### src/rtl/feedback_mux_tree.sv
// Pipelined binary feedback mux tree: 2^LEVELS lanes of W bits reduce to one W-bit result.
// Optional select debug port enabled by defining FMT_SEL_DBG_EN.
module feedback_mux_tree #(
  parameter int LEVELS = 3,
  parameter int W      = 1
) (
  input  logic                       clk,
  input  logic                       rst_n,
  input  logic                       in_valid,
  input  logic [(1 << LEVELS)*W-1:0] in_data,
  output logic                       out_valid,
  output logic [W-1:0]               out_data
`ifdef FMT_SEL_DBG_EN
  ,
  output logic [LEVELS-1:0]          sel_dbg
`endif
);

  localparam int N     = 1 << LEVELS;
  localparam int NODES = N - 1;

  logic [W-1:0]    prev_q [N];
  logic [W-1:0]    prev_d [N];
  logic [W-1:0]    node_q [NODES];
  logic [W-1:0]    node_d [NODES];
  logic [W-1:0]    tree   [2*N-1];
  logic [LEVELS:1] v_q;
  logic [LEVELS:1] ld;
  logic [LEVELS:1] sel;
  logic [LEVELS:0] hist_q;
  logic [LEVELS:0] hist_d;

  // tree[0..N-1] is the combinational layer 0; level k registers follow in order.
  always_comb begin
    for (int i = 0; i < N; i++) begin
      prev_d[i] = in_valid ? in_data[i*W +: W] : prev_q[i];
      tree[i]   = prev_q[(i+1) % N][0] ? prev_q[i] : in_data[i*W +: W];
    end
    for (int n = 0; n < NODES; n++) begin
      tree[N+n] = node_q[n];
    end
  end

  always_comb begin
    ld    = '0;
    ld[1] = in_valid;
    for (int k = 2; k <= LEVELS; k++) begin
      ld[k] = v_q[k-1];
    end
    for (int k = 1; k <= LEVELS; k++) begin
      sel[k] = hist_q[LEVELS+1-k];
    end
  end

  // Level k entries sit at tree offset 2N - (2N >> k); its inputs at 2N - (4N >> k).
  always_comb begin
    node_d = node_q;
    for (int k = 1; k <= LEVELS; k++) begin
      for (int j = 0; j < (N >> k); j++) begin
        if (ld[k]) begin
          node_d[N - ((2*N) >> k) + j] = sel[k] ? tree[2*N - ((4*N) >> k) + 2*j + 1]
                                                : tree[2*N - ((4*N) >> k) + 2*j];
        end
      end
    end
  end

  assign out_valid = v_q[LEVELS];
  assign out_data  = node_q[NODES-1];
  assign hist_d    = out_valid ? {hist_q[LEVELS-1:0], out_data[0]} : hist_q;

  always_ff @(posedge clk or negedge rst_n) begin
    if (!rst_n) begin
      for (int i = 0; i < N; i++) prev_q[i] <= '0;
      for (int n = 0; n < NODES; n++) node_q[n] <= '0;
      v_q    <= '0;
      hist_q <= '0;
    end else begin
      prev_q <= prev_d;
      node_q <= node_d;
      v_q    <= ld;
      hist_q <= hist_d;
    end
  end

`ifdef FMT_SEL_DBG_EN
  // Each level's entry carries the selects applied so far, bit k-1 = sel_k.
  logic [LEVELS-1:0] dbg_q [LEVELS];
  logic [LEVELS-1:0] dbg_d [LEVELS];

  always_comb begin
    dbg_d = dbg_q;
    if (ld[1]) dbg_d[0] = LEVELS'(sel[1]);
    for (int k = 2; k <= LEVELS; k++) begin
      if (ld[k]) dbg_d[k-1] = dbg_q[k-2] | (LEVELS'(sel[k]) << (k-1));
    end
  end

  always_ff @(posedge clk or negedge rst_n) begin
    if (!rst_n) begin
      for (int k = 0; k < LEVELS; k++) dbg_q[k] <= '0;
    end else begin
      dbg_q <= dbg_d;
    end
  end

  assign sel_dbg = dbg_q[LEVELS-1];
`endif

endmodule

### config.mk
export PLATFORM = sky130hd
export DESIGN_NAME = feedback_mux_tree
export DESIGN_NICKNAME = d
export VERILOG_FILES = /design/src/rtl/feedback_mux_tree.sv
export SDC_FILE = /design/constraint.sdc
export NUM_CORES = 1
export LEC_CHECK = 0
export ABC_AREA = 1
export BUFFER_PORTS_ARGS = -buffer_cell sky130_fd_sc_hd__buf_2
export CAP_MARGIN = 20
export CORE_MARGIN = 5
export CORE_UTILIZATION = 40
export DETAILED_ROUTE_END_ITERATION = 10
export PLACE_DENSITY = 0.68
export SLEW_MARGIN = 20
export SYNTH_ARGS = -nofsm -noshare
export SYNTH_HDL_FRONTEND = slang
export SYNTH_SLANG_ARGS = --single-unit
export TNS_END_PERCENT = 20
### constraint.sdc
create_clock -name clk -period 1.1 [get_ports clk]
set_clock_uncertainty 0.1 [all_clocks]
set_input_delay 0 -clock clk [delete_from_list [all_inputs] [get_ports clk]]
set_output_delay 0 -clock clk [all_outputs]
set_load 0.005 [all_outputs]
# After elaboration in Yosys (flattened, before gate mapping)
# Cells that the tools add are included.
[totals] inputBits=11 romBits=0 mem_count=0 output_inout_bits=2 register_bits=22 word_cells=32 ram_bits=0 latchBits=0
[op_classes] n_reduce_logical=0 eq_ne=0 order_cmp=0 n_shift=0 add_sub_neg=0 div_mod_pow=0 muxes=15 bitwise_logic=0 multipliers=0
[op_table] op="two-way mux 1 bit" n=15

# Logic depth before layout (Yosys ltp)
[depth] depth_word=2 mapped_depth=6 depth_no_buf=6

# Least setup slack after synthesis
# Ideal clock, no wire load.
[synth_path] path_type="register to register" from="reg prev_q[2] (netlist name)" to="reg node_q[4] (netlist name)" setup_time_ns=0.116 period_less_slack_ns=0.886 setup_slack_ns=0.214 required_ns=0.884 stages_incl_launch_ff=7 n_path_buf=0 t_arrival_ns=0.670 cell_sequence="dfrtp_1 -> inv_1 -> nand2_1 -> nand3_1 -> nand2_1 -> nand2_1 -> nand2_1"
[synth_between] elab_chain_len=2 word_cells_on_any_way=3 cone_classes="mux (3)"
[synth_rtl] item="start, declared" line="22" text="logic [W-1:0] prev_q [N];"
[synth_rtl] item="start signal, assigned" line="79" text="prev_q <= prev_d;"
[synth_rtl] item="two-way mux 1 bit" line="37" text="tree[i] = prev_q[(i+1) % N][0] ? prev_q[i] : in_data[i*W +: W];"
[synth_rtl] item="two-way mux 1 bit (*)" line="61" text="node_d[N - ((2*N) >> k) + j] = sel[k] ? tree[2*N - ((4*N) >> k) + 2*j + 1]"
[synth_rtl] item="end signal, assigned" line="80" text="node_q <= node_d;"
[synth_rtl] item="end, declared" line="24" text="logic [W-1:0] node_q [NODES];"
# Mark *: on every way between the ends. The rest lies on a longest branch, timed or not.
# A chain may end at the register's enable or synchronous reset.

# Final worst setup path
[layout_path] from="reg v_q[3] (netlist name)" to="out out_valid"
[layout_rtl] item="start, declared" line="27" text="logic [LEVELS:1] v_q;"
[layout_rtl] item="start signal, assigned" line="81" text="v_q <= ld;"
[layout_rtl] item="end, declared" line="11" text="output logic out_valid,"
# No word-level cell between the ends.

==> results.md <==
Pwr:
- The maximum vdd drop is 808 uV.
- Summed over all cells, the static leakage comes to 0.000649 uW.
- Dividing total power by cell area gives a power density of 1590 mW/mm2.

Global route:
- In the global route stage, overall resource usage came out at 0.120.
- The total congestion overflow after global routing is 0.
- The maximum number of pins on one net before global-route repair is 23.
- The first global-routing pass estimated 3290 um of wire.
- The initial antenna violation count is 0.
- The via count of the first global-routing pass came to 799.

Floorplanning:
- The die covers 0.00348 mm2.
- Pin placement for this block handled 13 I/O pins.
- The width of the die is 59.0 um.
- The core region is 0.00225 mm2.
- The floorplan has 17 rows.
- For this configuration, the core starts out at a cell density of 0.426.
- The die is 59.0 um tall.

Setup path:
- The reg-to-reg critical path startpoint is prev_q[2].
- The kind of cell with the highest combined delay on the critical path is flip-flops.
- The required arrival time at the worst endpoint is 1.00 ns.
- The combined buffer and inverter count along the critical path is 1.
- The largest stage delay on the critical path is 0.48 ns.
- The worst reg2reg path depth is 6.
- The worst-path maximum fanout is 9.
- The kind of end point of the critical path is an output port.
- The capture point of the critical path is out_valid.
- The kind of critical path is reg -> out.
- The endpoint identified for the worst register-to-register timing path is node_q[4].
- STA classifies the critical path startpoint as a flop.
- The critical path starts at v_q[3].
- In this run the number of cells on the critical path is 1.
- The cell at the slowest stage of the critical path is dfrtp_2.
- The setup slack of the worst register-to-register path is 0.10 ns.
- At the worst endpoint, the arrival time is 0.92 ns.
- Walking the worst path, the cells encountered are buf_2.

Yosys:
- Ranked by total cell area, the synthesized netlist is headed by dfrtp_1 (57%), nand2_1 (18%), inv_1 (7.8%), nand3_1 (4.2%), o21ai_0 (3.6%).
- Counting every instance in the synthesized netlist gives 120.
- The flip-flop and latch count after synthesis is 22.
- Of all cell types, the one taking the most synthesized area is dfrtp_1.
- The mux share of post-synthesis cell area is 0.
- The basic-gate share of the synthesized area counting and, or, nand and nor cells is 0.241.
- Of the total synthesized cell area, the portion taken by full adders, half adders and majority gates is 0.
- The count of unique library cells instantiated by Yosys is 13.
- The fraction of synthesized cell area in xor and xnor cells is 0.
- The main combinational cell family by area after synthesis is simple AND/OR/NAND/NOR gates.
- Summing every instance area after synthesis gives 961 um2.
- The synthesized-area fraction occupied by ao, oa, aoi and oai cells is 0.0872.
- For this run, the number of Yosys warnings is 0.
- The sequential element share of the synthesized area is 0.573.
- The number of nets handed over by synthesis was 131.
- Each instance of the synthesized netlist takes up on average 8.01 um2.
- The share of synthesized area in the top cell type comes to 0.573.

Clock tree:
- In this run the number of H-tree levels came out at 1.
- The clock input transition at the sequential cells of the worst setup and hold paths is 0.12 ns.
- The clock latency at the later pin of the worst-skew pair is 0.30 ns.
- The TritonCTS clock tree is done.
- The number of buffers between clock root and the deepest sink is 2.
- The clock net sink count is 22.
- CTS placed an instance of clkbuf_4 at the clock tree root.
- The number of CTS-inserted buffers is 3.

Timing:
- Setup violations remaining at the end of the flow were counted as 0.
- The final critical-path required period is 1.02 ns.
- Setup repair after global routing left no endpoint under its margin.
- For the pin with the worst max-slew slack, the measured transition is 0.487 ns.
- The final count of hold timing violations is 0.
- Derived from the worst setup path, the maximum achievable clock frequency is 0.977 GHz.
- In the post-route analysis, the smallest setup slack over all paths is 0.0763 ns.
- Of the available clock period, the critical path in the final layout requires 0.931.
- Setup total negative slack on the finished layout was measured at 0 ns.
- The remaining max-slew budget at the tightest pin is 0.675.
- The count of pins over their slew limit is 0.

Routing:
- For this block, the routed nets add up to 1780 um of wire.
- The first detailed-routing pass ran for 4 iterations.
- The routed layout has 814 vias.
- The post-detailed-route via-to-cell ratio is 4.71.
- The DRC violation total after the first TritonRoute iteration is 18.
- The average routed wire per standard cell is 10.3 um.
- For this run, design rule violations remaining after detail routing come to 0.
- The final antenna-violating net count is 0.

Layout:
- The area growth from synthesis to layout is 25.0%.
- The layout cell share with drive strength beyond 1 is 0.131.
- 0 antenna diodes ended up in the layout.
- The final standard cell count with taps included and fillers excluded is 173.
- After routing the design area is 0.00120 mm2.
- The final net count is 157.

Min path:
- The min-delay analysis places its worst path in the category in -> async.

Run status:
- The flow ran to the end, and the final reports show no timing, DRC or antenna violations.

Placed design:
- The number of cells after detailed placement is 159.
- The cell area after placement is 0.00105 mm2.
- The post-placement setup slack is 0.124 ns.
- The half-perimeter wire length of the detailed placement result is 1310 um.
- The number of port buffers is 12.
- Routability-driven placement finished with a final weighted congestion of 0.757.

Job:
- The max capacitance violation total is 0.
[worst min-delay path by stage]
stage	depth (start not counted)	slack, ns	endpoint	startpoint
2_1_floorplan	0	-0.40	hist_q[0]	rst_n
6_report	2	0.07	prev_q[1]	rst_n
4_1_cts	2	0.08	prev_q[0]	rst_n
5_1_grt	2	0.13	prev_q[0]	rst_n
3_3_place_gp	1	-0.12	prev_q[0]	rst_n
3_5_place_dp	1	-0.11	prev_q[0]	rst_n
[per-stage QoR]
stage	power (uW)	hold WS [ns]	util
floorplan	1190	-0.396	-
global placement	1280	-0.117	0.464
detailed placement	1290	-0.108	0.464
CTS	1930	0.0794	0.532
global route	2040	0.127	0.533
finish	1910	0.0661	0.533
[Yosys cell counts, drive strengths merged]
| master | count |
|---|---|
| nand2 | 47 |
| o22ai | 1 |
| a21oi | 1 |
| buf | 2 |
| inv | 21 |
| nor2 | 4 |
| nand3 | 8 |
| dfrtp | 22 |
| o21ai | 12 |
| a31oi | 2 |
[state kept, by name (all words and copies together) (netlist names)]
signal,cells
out_data,1
hist_q,4
prev_q,8
v_q,3
node_q,6
[cells in the final DEF, fill, tap and decap left out]
master and instances:
buf_2 12, buf_4 1, bufinv_16 1, nand3_1 8, nor2_1 4, clkbuf_4 3, dlygate4sd3_1 10, nand2_1 47
dfrtp_2 1, dfrtp_1 21, a31oi_1 2, inv_1 20, o21ai_0 7, inv_2 1, a21oi_1 1, o21ai_1 5
o22ai_1 1
[power by group]
part,total [uW],switching [uW],leakage [uW],internal [uW]
clock network,609,241,0.0000279,368
logic,306,171,0.000357,135
registers,995,75.8,0.000263,919
total,1910,487,0.000649,1420
[routing by layer]
metal | vias up | part of all wire | wire [um] | GRT usage
met2 | 12 | 0.45 | 796 | 0.191
met4 | 0 | 0.014 | 25 | 0.0291
met1 | 382 | 0.50 | 884 | 0.166
met5 | - | 0 | 0 | 0
met3 | 4 | 0.039 | 70 | 0.0283
li1 | 416 | - | - | -
[timing repair]
item                       4_1_cts  5_1_grt
setup endpoints to repair        0        1
resized for setup                0        1
setup buffers                    0        0
hold endpoints to repair        35        0
hold buffers                    10        0
[kinds of logic (layout without fill, tap and decap cells)]
family / Yosys count / after routing
AO/OA/AOI/OAI: 16 / 16
buffers and inverters: 23 / 48
AND/OR/NAND/NOR: 59 / 59
flip-flops: 22 / 22
[final cells by class]
cell class / instances / area, um2
timing repair buffer: 23 / 168
tap: 28 / 35.0
sequential: 22 / 552
inverter: 21 / 78.8
multi-input combinational: 75 / 315
fill: 237 / 1050
clock buffer: 3 / 22.5
clock inverter: 1 / 30.0
Note: power is estimated with default switching activity, not from simulation.
